==> config.mk <==
export PLATFORM = sky130hd
export DESIGN_NAME = huffman_table_loader
export DESIGN_NICKNAME = d
export VERILOG_FILES = /design/src/rtl/huffman_rom_pkg.sv /design/src/rtl/huffman_tbl_xor_acc.sv /design/src/rtl/huffman_table_loader.sv
export SDC_FILE = /design/constraint.sdc
export NUM_CORES = 1
export LEC_CHECK = 0
export BUFFER_PORTS_ARGS = -buffer_cell sky130_fd_sc_hd__buf_4
export CAP_MARGIN = 40
export CORE_MARGIN = 2
export CORE_UTILIZATION = 29
export DETAILED_ROUTE_END_ITERATION = 6
export HOLD_SLACK_MARGIN = 0.1
export PLACE_DENSITY = 0.55
export SLEW_MARGIN = 25
export SYNTH_ARGS = -nofsm -noshare
export SYNTH_HDL_FRONTEND = slang
export SYNTH_HIERARCHICAL = 1
export SYNTH_SLANG_ARGS = --single-unit
==> constraint.sdc <==
create_clock -name clk -period 2.4 [get_ports clk]
set_input_delay 0.36 -clock clk [delete_from_list [all_inputs] [get_ports clk]]
set_output_delay 0.36 -clock clk [all_outputs]
set_load 0.005 [all_outputs]
==> src/rtl/huffman_rom_pkg.sv <==
// Shared constants for the Huffman code-table ROM bank and the loader state encoding.
package huffman_rom_pkg;

   localparam int ROM_ADDR_WIDTH = 8;
   localparam int ROM_DATA_WIDTH = 64;
   localparam int ROM_DEPTH      = 256;

   typedef enum logic [1:0] {
      ST_IDLE   = 2'd0,
      ST_LOAD   = 2'd1,
      ST_VERIFY = 2'd2,
      ST_CHECK  = 2'd3
   } ld_state_e;

endpackage

==> src/rtl/huffman_tbl_xor_acc.sv <==
// Per-ROM-slice XOR accumulator; a valid delay line aligns accumulation with the ROM read latency.
module huffman_tbl_xor_acc
   import huffman_rom_pkg::*;
#(
   parameter int DATA_WIDTH = ROM_DATA_WIDTH,
   parameter int RD_LAT     = 1
) (
   input  logic                  clk,
   input  logic                  rst_n,
   input  logic                  clr,
   input  logic                  vld_in,
   input  logic [DATA_WIDTH-1:0] din,
   output logic [DATA_WIDTH-1:0] rd_sum_nxt
);

   logic [RD_LAT-1:0]     vld_q, vld_d;
   logic [DATA_WIDTH-1:0] sum_q, sum_d;

   always_comb begin
      vld_d    = '0;
      vld_d[0] = vld_in;
      for (int i = 1; i < RD_LAT; i++) begin
         vld_d[i] = vld_q[i-1];
      end
      sum_d = sum_q;
      if (clr) begin
         vld_d = '0;
         sum_d = '0;
      end else if (vld_q[RD_LAT-1]) begin
         sum_d = sum_q ^ din;
      end
   end

   // The next value is exported so the final check can see the last word in the cycle it lands.
   assign rd_sum_nxt = sum_d;

   always_ff @(posedge clk or negedge rst_n) begin
      if (!rst_n) begin
         vld_q <= '0;
         sum_q <= '0;
      end else begin
         vld_q <= vld_d;
         sum_q <= sum_d;
      end
   end

endmodule

==> src/rtl/huffman_table_loader.sv <==
// Loads the Huffman code-table ROM bank from a valid/ready word stream, reads it back and
// checks an XOR checksum before handing the ROM port to the encoder via tbl_ready.
module huffman_table_loader
   import huffman_rom_pkg::*;
#(
   parameter int ROM_NUM    = 1,
   parameter int ADDR_WIDTH = ROM_ADDR_WIDTH,
   parameter int DATA_WIDTH = ROM_DATA_WIDTH,
   parameter int RD_LAT     = 1
) (
   input  logic                          clk,
   input  logic                          rst_n,
   input  logic                          start,
   input  logic                          s_valid,
   output logic                          s_ready,
   input  logic [DATA_WIDTH-1:0]         s_data,
   output logic [ROM_NUM*ADDR_WIDTH-1:0] rom_addr,
   output logic                          rom_we,
   output logic [DATA_WIDTH*ROM_NUM-1:0] rom_din,
   input  logic [DATA_WIDTH*ROM_NUM-1:0] rom_dout,
   output logic                          busy,
   output logic                          done,
   output logic                          err,
   output logic                          tbl_ready
);

   localparam logic [1:0] DRN_LAST = 2'(RD_LAT);

   ld_state_e             state_q, state_d;
   logic [ADDR_WIDTH-1:0] cnt_q, cnt_d;
   logic [ADDR_WIDTH-1:0] rom_addr_q, rom_addr_d;
   logic [DATA_WIDTH-1:0] rom_din_q, rom_din_d;
   logic [DATA_WIDTH-1:0] ld_sum_q, ld_sum_d;
   logic                  rom_we_q, rom_we_d;
   logic                  s_ready_q, s_ready_d;
   logic                  iss_vld_q, iss_vld_d;
   logic                  issued_q, issued_d;
   logic [1:0]            drn_q, drn_d;
   logic                  done_q, done_d;
   logic                  err_q, err_d;
   logic                  tbl_ready_q, tbl_ready_d;
   logic                  acc_clr;
   logic                  rd_mismatch;
   logic [DATA_WIDTH-1:0] rd_sum_nxt [ROM_NUM];

   for (genvar g = 0; g < ROM_NUM; g++) begin : g_acc
      huffman_tbl_xor_acc #(
         .DATA_WIDTH (DATA_WIDTH),
         .RD_LAT     (RD_LAT)
      ) u_acc (
         .clk        (clk),
         .rst_n      (rst_n),
         .clr        (acc_clr),
         .vld_in     (iss_vld_q),
         .din        (rom_dout[g*DATA_WIDTH +: DATA_WIDTH]),
         .rd_sum_nxt (rd_sum_nxt[g])
      );
   end

   always_comb begin
      rd_mismatch = 1'b0;
      for (int i = 0; i < ROM_NUM; i++) begin
         if (rd_sum_nxt[i] != ld_sum_q) rd_mismatch = 1'b1;
      end
   end

   always_comb begin
      state_d     = state_q;
      cnt_d       = cnt_q;
      rom_addr_d  = rom_addr_q;
      rom_din_d   = '0;
      ld_sum_d    = ld_sum_q;
      rom_we_d    = 1'b0;
      s_ready_d   = 1'b0;
      iss_vld_d   = 1'b0;
      issued_d    = issued_q;
      drn_d       = drn_q;
      done_d      = 1'b0;
      err_d       = err_q;
      tbl_ready_d = tbl_ready_q;
      acc_clr     = 1'b0;
      case (state_q)
         ST_IDLE: begin
            rom_addr_d = '0;
            if (start) begin
               state_d     = ST_LOAD;
               cnt_d       = '0;
               ld_sum_d    = '0;
               issued_d    = 1'b0;
               drn_d       = '0;
               err_d       = 1'b0;
               tbl_ready_d = 1'b0;
               acc_clr     = 1'b1;
               s_ready_d   = 1'b1;
            end
         end
         ST_LOAD: begin
            s_ready_d = 1'b1;
            if (s_valid && s_ready_q) begin
               rom_we_d   = 1'b1;
               rom_addr_d = cnt_q;
               rom_din_d  = s_data;
               ld_sum_d   = ld_sum_q ^ s_data;
               cnt_d      = cnt_q + 1'b1;
               if (cnt_q == '1) begin
                  state_d   = ST_VERIFY;
                  s_ready_d = 1'b0;
               end
            end
         end
         ST_VERIFY: begin
            if (!issued_q) begin
               rom_addr_d = cnt_q;
               iss_vld_d  = 1'b1;
               cnt_d      = cnt_q + 1'b1;
               if (cnt_q == '1) issued_d = 1'b1;
            end else if (drn_q == DRN_LAST) begin
               // The last readback word is accumulating on this edge, so judge its next sum.
               state_d     = ST_CHECK;
               done_d      = 1'b1;
               err_d       = rd_mismatch;
               tbl_ready_d = !rd_mismatch;
            end else begin
               drn_d = drn_q + 2'd1;
            end
         end
         ST_CHECK: begin
            state_d    = ST_IDLE;
            rom_addr_d = '0;
         end
         default: state_d = ST_IDLE;
      endcase
   end

   always_ff @(posedge clk or negedge rst_n) begin
      if (!rst_n) begin
         state_q     <= ST_IDLE;
         cnt_q       <= '0;
         rom_addr_q  <= '0;
         rom_din_q   <= '0;
         ld_sum_q    <= '0;
         rom_we_q    <= 1'b0;
         s_ready_q   <= 1'b0;
         iss_vld_q   <= 1'b0;
         issued_q    <= 1'b0;
         drn_q       <= '0;
         done_q      <= 1'b0;
         err_q       <= 1'b0;
         tbl_ready_q <= 1'b0;
      end else begin
         state_q     <= state_d;
         cnt_q       <= cnt_d;
         rom_addr_q  <= rom_addr_d;
         rom_din_q   <= rom_din_d;
         ld_sum_q    <= ld_sum_d;
         rom_we_q    <= rom_we_d;
         s_ready_q   <= s_ready_d;
         iss_vld_q   <= iss_vld_d;
         issued_q    <= issued_d;
         drn_q       <= drn_d;
         done_q      <= done_d;
         err_q       <= err_d;
         tbl_ready_q <= tbl_ready_d;
      end
   end

   assign s_ready   = s_ready_q;
   assign rom_addr  = {ROM_NUM{rom_addr_q}};
   assign rom_we    = rom_we_q;
   assign rom_din   = {ROM_NUM{rom_din_q}};
   assign busy      = (state_q != ST_IDLE);
   assign done      = done_q;
   assign err       = err_q;
   assign tbl_ready = tbl_ready_q;

endmodule

Word level (Yosys, flattened, before mapping)
Cells that the tools add are included.
Operators by class
  add/sub/neg operators: 2
  equal/unequal tests: 13
  mux-type cells: 48
  bitwise operators: 2
  reduce and logical (&&, ||, !) cells: 15
Operators by type and width (count)
  $mux W64: 6
  $pmux W64 S2: 1
  $xor A64 B64 Y64: 2
  $ne A64 B64 Y1: 1
  $pmux W8 S3: 2
  $mux W8: 5
  $mux W1: 20
  $mux W2: 8
  $ne A2 B2 Y1 const B: 7
  $reduce_and A4 Y1: 3
  $add A8 B1 Y8 const B: 1
  $eq A8 B8 Y1 const B: 1
  $pmux W1 S2: 4
  $pmux W2 S4: 1
  $reduce_bool A2 Y1: 3
  $reduce_and A5 Y1: 1
  $eq A2 B1 Y1 const B: 2
  $eq A2 B2 Y1 const B: 2
  $pmux W2 S2: 1
  $reduce_and A2 Y1: 2
  $reduce_and A3 Y1: 1
  $reduce_bool A3 Y1: 1
  $add A2 B1 Y2 const B: 1
  $logic_not A2 Y1: 1
  other kinds (3): 3
Word-level totals
  register bits after elaboration: 220
  output and inout bits: 78
  logic and storage cells: 95

Logic depth before layout (Yosys ltp)
Gate-level depths: netlist of the first run.
  depth after elaboration: 9
  gate-level depth with buffers: 11
  mapped depth without buffers: 9

By module
The synthesis of the first run kept the hierarchy.
Modules (own cells, without submodules)
  huffman_table_loader: instances 1, cells each 630, area an instance 6849.1 sq um, seq. area each 3878.7 sq um
  huffman_tbl_xor_acc: instances 1, cells each 279, area an instance 3234.4 sq um, seq. area each 1626.6 sq um

Worst setup path before layout of the first run
Ideal clock, no wire load.
  kind: register to register
  start point: register state_q[0]
  end point: register err_q (netlist: err)
  library setup time: 0.121 ns
  arrival time: 2.297 ns
  required time: 2.279 ns
  path slack: -0.018 ns
  stages on the path, launching flop included: 12
  buffers on the path: 2
  clock period less this slack: 2.418 ns
  cells stage by stage: dfrtp_1 inv_1 ha_1 and2_1 buf_2 clkbuf_1 a21oi_1 xnor2_1 nand4_1 nor4_1 nand4_1 a22o_1
RTL lines
  from (decl): line huffman_table_loader.sv:29  | ld_state_e state_q, state_d;
  from (signal assigned): line huffman_table_loader.sv:151  | state_q <= state_d;
  to (signal assigned): line huffman_table_loader.sv:162  | err_q <= err_d;
  to (decl): line huffman_table_loader.sv:40  | logic err_q, err_d;

==> run metrics, run 1 <==
Slew @ Worst Pin 0.470 ns; critical path class flop to flop; Final Power 11.1 mW; final instance area 0.0141 sq mm; placed insts 1553; worst hold path type input pin to flop; DIE AREA 0.0363 sq mm; IO Count 210; RSZ-0062 raised after global routing true; vias in the first global route 7718; # rows 68; Routed Antenna Nets 0; Post-synth EDFFs 0; Post-Place Cell Area 0.0122 sq mm; Syn Inst Count 909; WHS 0.120 ns; CTS max path bufs 3; FILL cells 3364; 1st-iter DRT viols 338; clock sink count 220; Fmax 408 MHz; Final Hold Vio Count 0; crit path launch type flop; Core ar. 0.0344 sq mm; Max transition margin 68.7%; total gr overflow 0; routability cong. 0.770; Leakage 6.35 nW; power per cell area 785 mW/mm^2; Clock transition at path regs 0.06 ns; GRT Overall Usage 16.0%; syn_nets 1047; share of layout cells above drive strength 1 34.1%; DRT Pass-1 Iters 4; DRC 0; MaxCap Viol Count 0; Yosys top cell by area dfrtp_1; pre-CTS setup slack -0.165 ns; H-Tree Depth 1; final-report setup violation count 2; Area growth, synth to finish 40.0%; DRT Wirelength 29.9 mm; Critical Path Sink Type flop; leading cell type by number of instances after synthesis dfrtp_1; VDD IR max 517 uV; CP max FO 8; Worst R2R End err; Starting Density 29.3%; first-pass GRT wire length 44.7 mm; met1 Use GR 22.0%; Netlist cell types 45; Seq/Total Area, Yosys 54.6%; Port Buf Inserts 209; outcome finished, violations left; Ys Warns 6; Mapped Area 0.0101 sq mm; total CTS buffers 27; CP required 2.83 ns; failing checks setup timing; wire length per cell 17.8 um; FF-to-FF setup slack -0.05 ns; Final min period 2.45 ns; clk_lat worst skew 0.54 ns; clock skew 0.0146 ns; die width 190 um; vias per cell 4.51; WP data arrival 2.88 ns; CTS root buf clkbuf_16; start point of the critical path state_q[1]; Async S/R FF share, synth 100%; list of most frequent post-synthesis cells 220 x dfrtp_1, 71 x nor2_1, 70 x nand2_1, 68 x a21oi_1, 66 x and2_1; Final Worst Setup Slack -0.0539 ns; largest net degree at the start of global routing 79; worst r2r src state_q[1]; Mean Syn Cell Area 11.1 sq um; Layout Nets 1344; grt met2 use 25.3%; Final Core Density 41.1%; Die Y 190 um; Max Slew Vio Count 0; top_reg_cell synth dfrtp_1; setup tns final -0.0680 ns; top cell type's share of synthesized area 54.6%; antenna violations before repair 5; CP endpoint err; total number of vias 7564; fin crit share 102%; DP HPWL 19.9 mm; leading post-synthesis cells by cell area dfrtp_1 55%, a21bo_2 6.4%, xnor2_1 5.6%, xor2_1 5.6%, nand3b_1 4.8%; GR peak layer met2; Post-Layout Cell Count 1676; CTS tree done; FF-to-FF path depth 12; met3 Resource Use GR 3.83%; post-synthesis register bit count 220
## cell families after synthesis
logic type      Yosys count  synth area share (%)
flops                   220                  54.6
fa+ha+maj                 6                 0.744
simple gates            329                  17.6
buf+inv                  61                  3.72
compound gates          160                  11.7
mux                       4                 0.409
xor+xnor                129                  11.2
## routing by layer
metal  share of wire, %  routed length, um
met5               0.16                 48
met4                2.1                638
met3                6.6               1970
met2                 45              13500
met1                 46              13800
## placed cells by master, fill, tap and decap left out, types with 4 or more instances in the layout
cell type and instances:
and2_1 64, dfrtp_1 219, clkbuf_8 4, clkbuf_1 7, ha_1 4, nand3b_1 64
clkbuf_16 29, a21oi_2 26, nand3_1 16, nor2_1 71, o21ai_0 14, dlygate4sd3_1 65
a21oi_1 41, buf_12 13, nand4_1 17, xnor2_2 11, buf_4 228, inv_2 4
inv_1 11, nand2_2 10, a21bo_2 64, xnor2_1 54, xor2_1 64, nand2_1 70
## final cells by class
type                    instances  area, sq um  share of cell area (%)
flip-flops and latches        220         5510                    39.0
multi-input cells             628         4430                    31.4
repair buffers                314         2760                    19.5
clock buffers                  38          757                    5.36
well taps                     455          569                    4.03
inverters                      15         56.3                   0.399
clock inverters                 4         32.5                   0.230
diodes                          2         5.00                  0.0354
## where the power goes
group | internal [mW] | total (mW) | switching [mW]
Sequential | 4.40 | 5.10 | 0.701
Combinational | 1.20 | 2.23 | 1.03
Clock | 2.17 | 3.75 | 1.59
## registers in the layout, indices dropped and copies added, names as in the netlist, 2 cells and up
name,flops
cnt_q,8
drn_q,2
g_acc.u_acc/sum_q,64
ld_sum_q,64
rom_addr,8
rom_din,64
state_q,2
## worst max-delay path, stage by stage, from the launching register on
cell,delay (ns)
dfrtp_1,0.38
inv_2,0.08
ha_4,0.13
and2_4,0.26
buf_12,0.17
buf_12,0.14
a21oi_4,0.04
xnor2_2,0.18
nand4_1,0.19
nor4_2,0.26
buf_4,0.17
nand4_1,0.11
a22o_1,0.22
## how the worst min path moves through the flow
stage | from | end | slack, ns | depth (start not counted)
floorplan | rst_n | cnt_q[0] | 0.06 | 0
global placement | rst_n | rom_din[30] | 0.42 | 2
global route | rom_dout[48] | g_acc[0].u_acc/sum_q[48] | 0.11 | 3
CTS | rom_dout[19] | g_acc[0].u_acc/sum_q[19] | 0.10 | 3
finish | rom_dout[29] | g_acc[0].u_acc/sum_q[29] | 0.12 | 3
detailed placement | rst_n | rom_din[31] | 0.41 | 2
## what timing repair did
action	CTS	global route
endpoints found under the setup margin	2	24
resized for setup	48	10
gates cloned	1	3
hold endpoints to repair	284	0
buffers inserted	7	3
hold buffers	65	0
pin swaps	17	2
Power figures use the tool's default switching activity.
==> run 2, diff against run 1 <==
--- a/config.mk
+++ b/config.mk
@@ -6,8 +6,8 @@
 export NUM_CORES = 1
 export LEC_CHECK = 0
 export BUFFER_PORTS_ARGS = -buffer_cell sky130_fd_sc_hd__buf_4
-export CAP_MARGIN = 40
-export CORE_MARGIN = 2
+export CAP_MARGIN = 20
+export CORE_MARGIN = 3
 export CORE_UTILIZATION = 29
 export DETAILED_ROUTE_END_ITERATION = 6
 export HOLD_SLACK_MARGIN = 0.1
==> run metrics, run 2 (same netlist as run 1, synthesis figures left out) <==
outcome finished, violations left (unchanged); failing checks setup timing (unchanged); Max Slew Vio Count 0 (unchanged); final-report setup violation count 1 (was 2); GRT Overall Usage 16.2% (was 16.0%); power per cell area 815 mW/mm^2 (was 785 mW/mm^2); MaxCap Viol Count 0 (unchanged); largest net degree at the start of global routing 72 (was 79); Port Buf Inserts 209 (unchanged); Core ar. 0.0339 sq mm (was 0.0344 sq mm); DRT Pass-1 Iters 4 (unchanged); CTS tree done (unchanged); hold depth 2 (was 3); crit path cell chain buf_6 > buf_6 > a21bo_4 > a21oi_4 > xnor2_2 > nand4_1 > nor4_2 > buf_4 > nand4_1 > a22o_1 (was inv_2 > ha_4 > and2_4 > buf_12 > buf_12 > a21oi_4 > xnor2_2 > nand4_1 > nor4_2 > buf_4 > nand4_1 > a22o_1); Final Power 11.9 mW (was 11.1 mW); wire length per cell 17.9 um (was 17.8 um); fin crit share 101% (was 102%); Clock transition at path regs 0.06 ns (about the same); antenna violations before repair 4 (was 5); Largest stage delay, worst path 0.54 ns (was 0.38 ns); commonest non-fill, non-tap cells in the layout 239 x buf_4, 219 x dfrtp_1, 71 x nor2_1 (was 228 x buf_4, 219 x dfrtp_1, 71 x nor2_1); Worst R2R End err (unchanged); routability cong. 0.769 (was 0.770); 1st-iter DRT viols 349 (was 338); worst hold path type input pin to flop (unchanged); H-Tree Depth 1 (unchanged); # rows 67 (was 68); total number of vias 7629 (was 7564); Final Worst Setup Slack -0.0224 ns (was -0.0539 ns); start point of the critical path g_acc[0].u_acc/vld_q (was state_q[1]); Final Hold Vio Count 0 (unchanged); Routed Antenna Nets 0 (unchanged); CP Buf/Inv Count 3 (was 4); Max transition margin 57.3% (was 68.7%); first-pass GRT wire length 46.3 mm (was 44.7 mm); FILL cells 3249 (was 3364); CP max FO 7 (was 8); setup tns final -0.0224 ns (was -0.0680 ns); Die Y 192 um (was 190 um); Post-Layout Cell Count 1696 (was 1676); worst r2r src g_acc[0].u_acc/vld_q (was state_q[1]); critical path class flop to flop (unchanged); most common cell after layout, fill and taps aside buf_4 (unchanged); WP depth 10 (was 12); Slowest cell on crit path dfrtp_4 (was dfrtp_1); FF-to-FF setup slack -0.02 ns (was -0.05 ns); Fmax 413 MHz (was 408 MHz); Critical Path Sink Type flop (unchanged); Area growth, synth to finish 44.8% (was 40.0%); Worst path top cell family by delay compound AO/OA/AOI/OAI gates (was simple AND/OR/NAND/NOR gates); placed insts 1555 (was 1553); DRC 0 (unchanged); IO Count 210 (unchanged); RSZ-0062 raised after global routing true (unchanged); vias per cell 4.50 (was 4.51); CP endpoint err (unchanged); clock skew 0.00755 ns (was 0.0146 ns); Layout Nets 1362 (was 1344); CP required 2.82 ns (was 2.83 ns); Leakage 6.58 nW (was 6.35 nW); pre-CTS setup slack -0.194 ns (was -0.165 ns); WP data arrival 2.85 ns (was 2.88 ns); clock sink count 220 (unchanged); die width 192 um (was 190 um); DP HPWL 20.9 mm (was 19.9 mm); Starting Density 29.8% (was 29.3%); share of layout cells above drive strength 1 35.7% (was 34.1%); total gr overflow 0 (unchanged); DIE AREA 0.0370 sq mm (was 0.0363 sq mm); DRT Wirelength 30.3 mm (was 29.9 mm); Slew @ Worst Pin 0.640 ns (was 0.470 ns); vias in the first global route 7889 (was 7718); clk_lat worst skew 0.53 ns (was 0.54 ns); CTS max path bufs 3 (unchanged); crit path launch type flop (unchanged); CTS root buf clkbuf_16 (unchanged); Final min period 2.42 ns (was 2.45 ns); VDD IR max 538 uV (was 517 uV); FF-to-FF path depth 10 (was 12); total CTS buffers 28 (was 27)
[run 2: cell types whose count changed in the layout (fill, tap and decap cells not counted), sizes merged, moves of 3 or more]
cell	previous run	this run
dlygate4sd3	65	68
buf	247	262
bufinv	0	5
clkinv	1	4
[run 2: what timing repair did]
item	CTS	global route
buffers inserted	6	9
hold buffers	68	0
gates cloned	4	0
pin swaps	13	19
hold endpoints to repair	133	0
gates resized for setup	35	37
endpoints found under the setup margin	2	2
[run 2: final cells by class]
cell class              instances  area, sq um  area share, %
diodes                          3         7.51         0.0514
clock buffers                  41          831           5.69
clock inverters                10          178           1.22
inverters                      15         56.3          0.386
multi-input cells             628         4510           30.9
flip-flops and latches        220         5510           37.7
well taps                     448          561           3.84
repair buffers                331         2950           20.2
[run 2: where the power goes]
group / switching [mW] / internal (mW)
sequential: 0.733 / 4.40
combinational: 1.03 / 1.21
clock: 1.62 / 2.92
[run 2: routing by layer]
metal / wire length, um / share of wire, % / vias to the layer above / track usage [%]
met5: 27 / 0.089 / - / 0
met4: 493 / 1.6 / 4 / 3.19
met3: 2230 / 7.4 / 44 / 3.96
met2: 13900 / 46 / 222 / 25.9
met1: 13700 / 45 / 3709 / 22.3
li1: - / - / 3650 / -
[run 2: how the worst min path moves through the flow]
stage | to | startpoint
after global placement | ld_sum_q[26] | rst_n
after detailed placement | ld_sum_q[26] | rst_n
after floorplan | cnt_q[0] | rst_n
final | rom_din[54] | s_data[54]
after CTS | g_acc[0].u_acc/sum_q[56] | rom_dout[56]
after global routing | rom_din[54] | s_data[54]
[run 2: worst register-to-register path: stages, from the launching register on]
cell and delay, ns:
dfrtp_4 0.54, buf_6 0.16, buf_6 0.13, a21bo_4 0.21, a21oi_4 0.17, xnor2_2 0.14, nand4_1 0.14, nor4_2 0.32
buf_4 0.17, nand4_1 0.11, a22o_1 0.23
[run 2: per-stage QoR]
stage / instance area, sq um / util, % / hold WS (ns)
finish: 14600 / 43.1 / 0.123
global route: 14600 / 43.1 / 0.102
CTS: 14300 / 42.3 / 0.104
detailed placement: 12300 / 36.3 / 0.388
global placement: 12300 / 36.3 / 0.388
floorplan: 10100 / - / 0.0644
==> run 3, diff against run 2 <==
--- a/config.mk
+++ b/config.mk
@@ -5,13 +5,13 @@
 export SDC_FILE = /design/constraint.sdc
 export NUM_CORES = 1
 export LEC_CHECK = 0
-export BUFFER_PORTS_ARGS = -buffer_cell sky130_fd_sc_hd__buf_4
 export CAP_MARGIN = 20
 export CORE_MARGIN = 3
 export CORE_UTILIZATION = 29
 export DETAILED_ROUTE_END_ITERATION = 6
+export DONT_BUFFER_PORTS = 1
 export HOLD_SLACK_MARGIN = 0.1
-export PLACE_DENSITY = 0.55
+export PLACE_DENSITY = 0.5
 export SLEW_MARGIN = 25
 export SYNTH_ARGS = -nofsm -noshare
 export SYNTH_HDL_FRONTEND = slang
==> run metrics, run 3 (same netlist as run 1, synthesis figures left out) <==
largest net degree at the start of global routing 221 (was 72); Final Hold Vio Count 220 (was 0); first-pass GRT wire length 44.1 mm (was 46.3 mm); wire length per cell 19.2 um (was 17.9 um); worst hold path type input pin to async pin (was input pin to flop); multi-input combinational cell area 0.00449 sq mm (was 0.00451 sq mm); outcome finished, violations left (unchanged); Final Core Density 39.7% (was 43.1%); die width 192 um (unchanged); WHS -0.473 ns (was 0.123 ns); fin crit share 103% (was 101%); Clock transition at path regs 0.06 ns (about the same); pre-CTS setup slack -0.366 ns (was -0.194 ns); register area 0.00551 sq mm (unchanged); total gr overflow 0 (unchanged); FILL cells 3262 (was 3249); IO Count 210 (unchanged); RSZ-0062 raised after global routing true (unchanged); routability cong. 0.754 (was 0.769); DP HPWL 19.8 mm (was 20.9 mm); Fmax 404 MHz (was 413 MHz); MaxCap Viol Count 0 (unchanged); commonest non-fill, non-tap cells in the layout 219 x dfrtp_1, 130 x dlygate4sd3_1, 71 x nor2_1 (was 239 x buf_4, 219 x dfrtp_1, 71 x nor2_1); Post-Place Cell Area 0.0107 sq mm (was 0.0123 sq mm); Max transition margin 59.0% (was 57.3%); final instance area 0.0134 sq mm (was 0.0146 sq mm); DRT Pass-1 Iters 4 (unchanged); most common cell after layout, fill and taps aside dfrtp_1 (was buf_4); placed insts 1344 (was 1555); worst r2r src g_acc[0].u_acc/vld_q (unchanged); failing checks hold timing, setup timing (was setup timing); # rows 67 (unchanged); DIE AREA 0.0370 sq mm (unchanged); Core ar. 0.0339 sq mm (unchanged); Die Y 192 um (unchanged); CTS max path bufs 3 (unchanged); Routed Antenna Nets 0 (unchanged); Slew @ Worst Pin 0.615 ns (was 0.640 ns); clock sink count 220 (unchanged); start point of the critical path g_acc[0].u_acc/vld_q (unchanged); power per cell area 828 mW/mm^2 (was 815 mW/mm^2); Port Buf Inserts 0 (was 209); FF-to-FF setup slack -0.08 ns (was -0.02 ns); CP max FO 7 (unchanged); total CTS buffers 27 (was 28); antenna violations before repair 6 (was 4); CTS tree done (unchanged); Starting Density 29.8% (unchanged); FF-to-FF path depth 9 (was 10); CTS root buf clkbuf_16 (unchanged); Final Worst Setup Slack -0.0759 ns (was -0.0224 ns); WP data arrival 2.90 ns (was 2.85 ns); total number of vias 7074 (was 7629); Leakage 5.72 nW (was 6.58 nW); VDD IR max 517 uV (was 538 uV); GRT Overall Usage 15.4% (was 16.2%); hold-fix buffer count after cts 130 (was 68); Critical Path Sink Type flop (unchanged); vias per cell 4.60 (was 4.50); clock skew 0.00799 ns (was 0.00755 ns); Max Slew Vio Count 0 (unchanged); vias in the first global route 7150 (was 7889); Final Power 11.1 mW (was 11.9 mW); Area growth, synth to finish 33.4% (was 44.8%); Post-Layout Cell Count 1539 (was 1696); DRT Wirelength 29.6 mm (was 30.3 mm); Final min period 2.48 ns (was 2.42 ns); crit path launch type flop (unchanged); share of layout cells above drive strength 1 20.6% (was 35.7%); final-report setup violation count 2 (was 1); H-Tree Depth 1 (unchanged); CP required 2.82 ns (about the same); setup tns final -0.143 ns (was -0.0224 ns); DRC 0 (unchanged); Layout Nets 1208 (was 1362); 1st-iter DRT viols 342 (was 349); critical path class flop to flop (unchanged); CP endpoint tbl_ready (was err); Worst R2R End tbl_ready (was err); clk_lat worst skew 0.53 ns (about the same)
## run 3: changes by cell type in the layout (fill, tap and decap cells not counted), moves of 2 or more
cell | previous run | this run
xnor2_1 | 55 | 53
buf_12 | 13 | 10
clkinvlp_4 | 1 | 4
a21oi_1 | 35 | 37
clkbuf_16 | 29 | 31
xnor2_2 | 10 | 12
dlygate4sd3_1 | 68 | 130
buf_4 | 239 | 28
inv_2 | 4 | 2
bufinv_16 | 5 | 2
buf_16 | 4 | 1
inv_1 | 11 | 13
buf_6 | 5 | 1
## run 3: power by group
group | internal [mW] | total [mW] | switching, mW | leakage (nW)
Combinational | 1.05 | 1.96 | 0.911 | 2.49
Sequential | 4.40 | 5.15 | 0.748 | 2.81
Clock | 2.43 | 4.03 | 1.60 | 0.420
## run 3: layout make-up
class	count	share of cell area [%]
well taps	448	4.17
diodes	2	0.0372
clock buffers	38	5.70
repair buffers	178	14.5
clock inverters	10	0.819
inverters	15	0.419
flip-flops and latches	220	41.0
multi-input cells	628	33.4
## run 3: worst max-delay path, cell delays in order (launching register included)
cell	delay [ns]
dfrtp_4	0.54
clkbuf_16	0.18
buf_12	0.13
a21bo_4	0.21
a21oi_4	0.16
xnor2_2	0.13
nand4_1	0.24
nor4_2	0.35
nand4_1	0.18
o31ai_1	0.24
## run 3: repair_timing
action,CTS,global route
endpoints found under the setup margin,2,2
pin swaps,7,10
endpoints found under the hold margin,414,220
gates cloned,3,4
gates resized for setup,30,37
setup buffers,1,7
## run 3: how the worst min path moves through the flow
stage | startpoint | to | slack, ns
global route | rst_n | rom_din[27] | -0.52
finish | rst_n | rom_din[27] | -0.47
detailed placement | rst_n | rom_din[27] | 0.07
CTS | rst_n | rom_din[27] | -0.51
global placement | rst_n | rom_din[29] | 0.07
floorplan | rst_n | cnt_q[0] | 0.06
## run 3: per-layer routing
| metal | vias to the layer above | part of all wire [%] | global-route usage [%] |
|---|---|---|---|
| met5 | - | 0.14 | 0 |
| met1 | 3497 | 45 | 21.5 |
| li1 | 3351 | - | - |
| met3 | 47 | 6.3 | 3.58 |
| met4 | 8 | 1.8 | 2.94 |
| met2 | 171 | 46 | 24.8 |
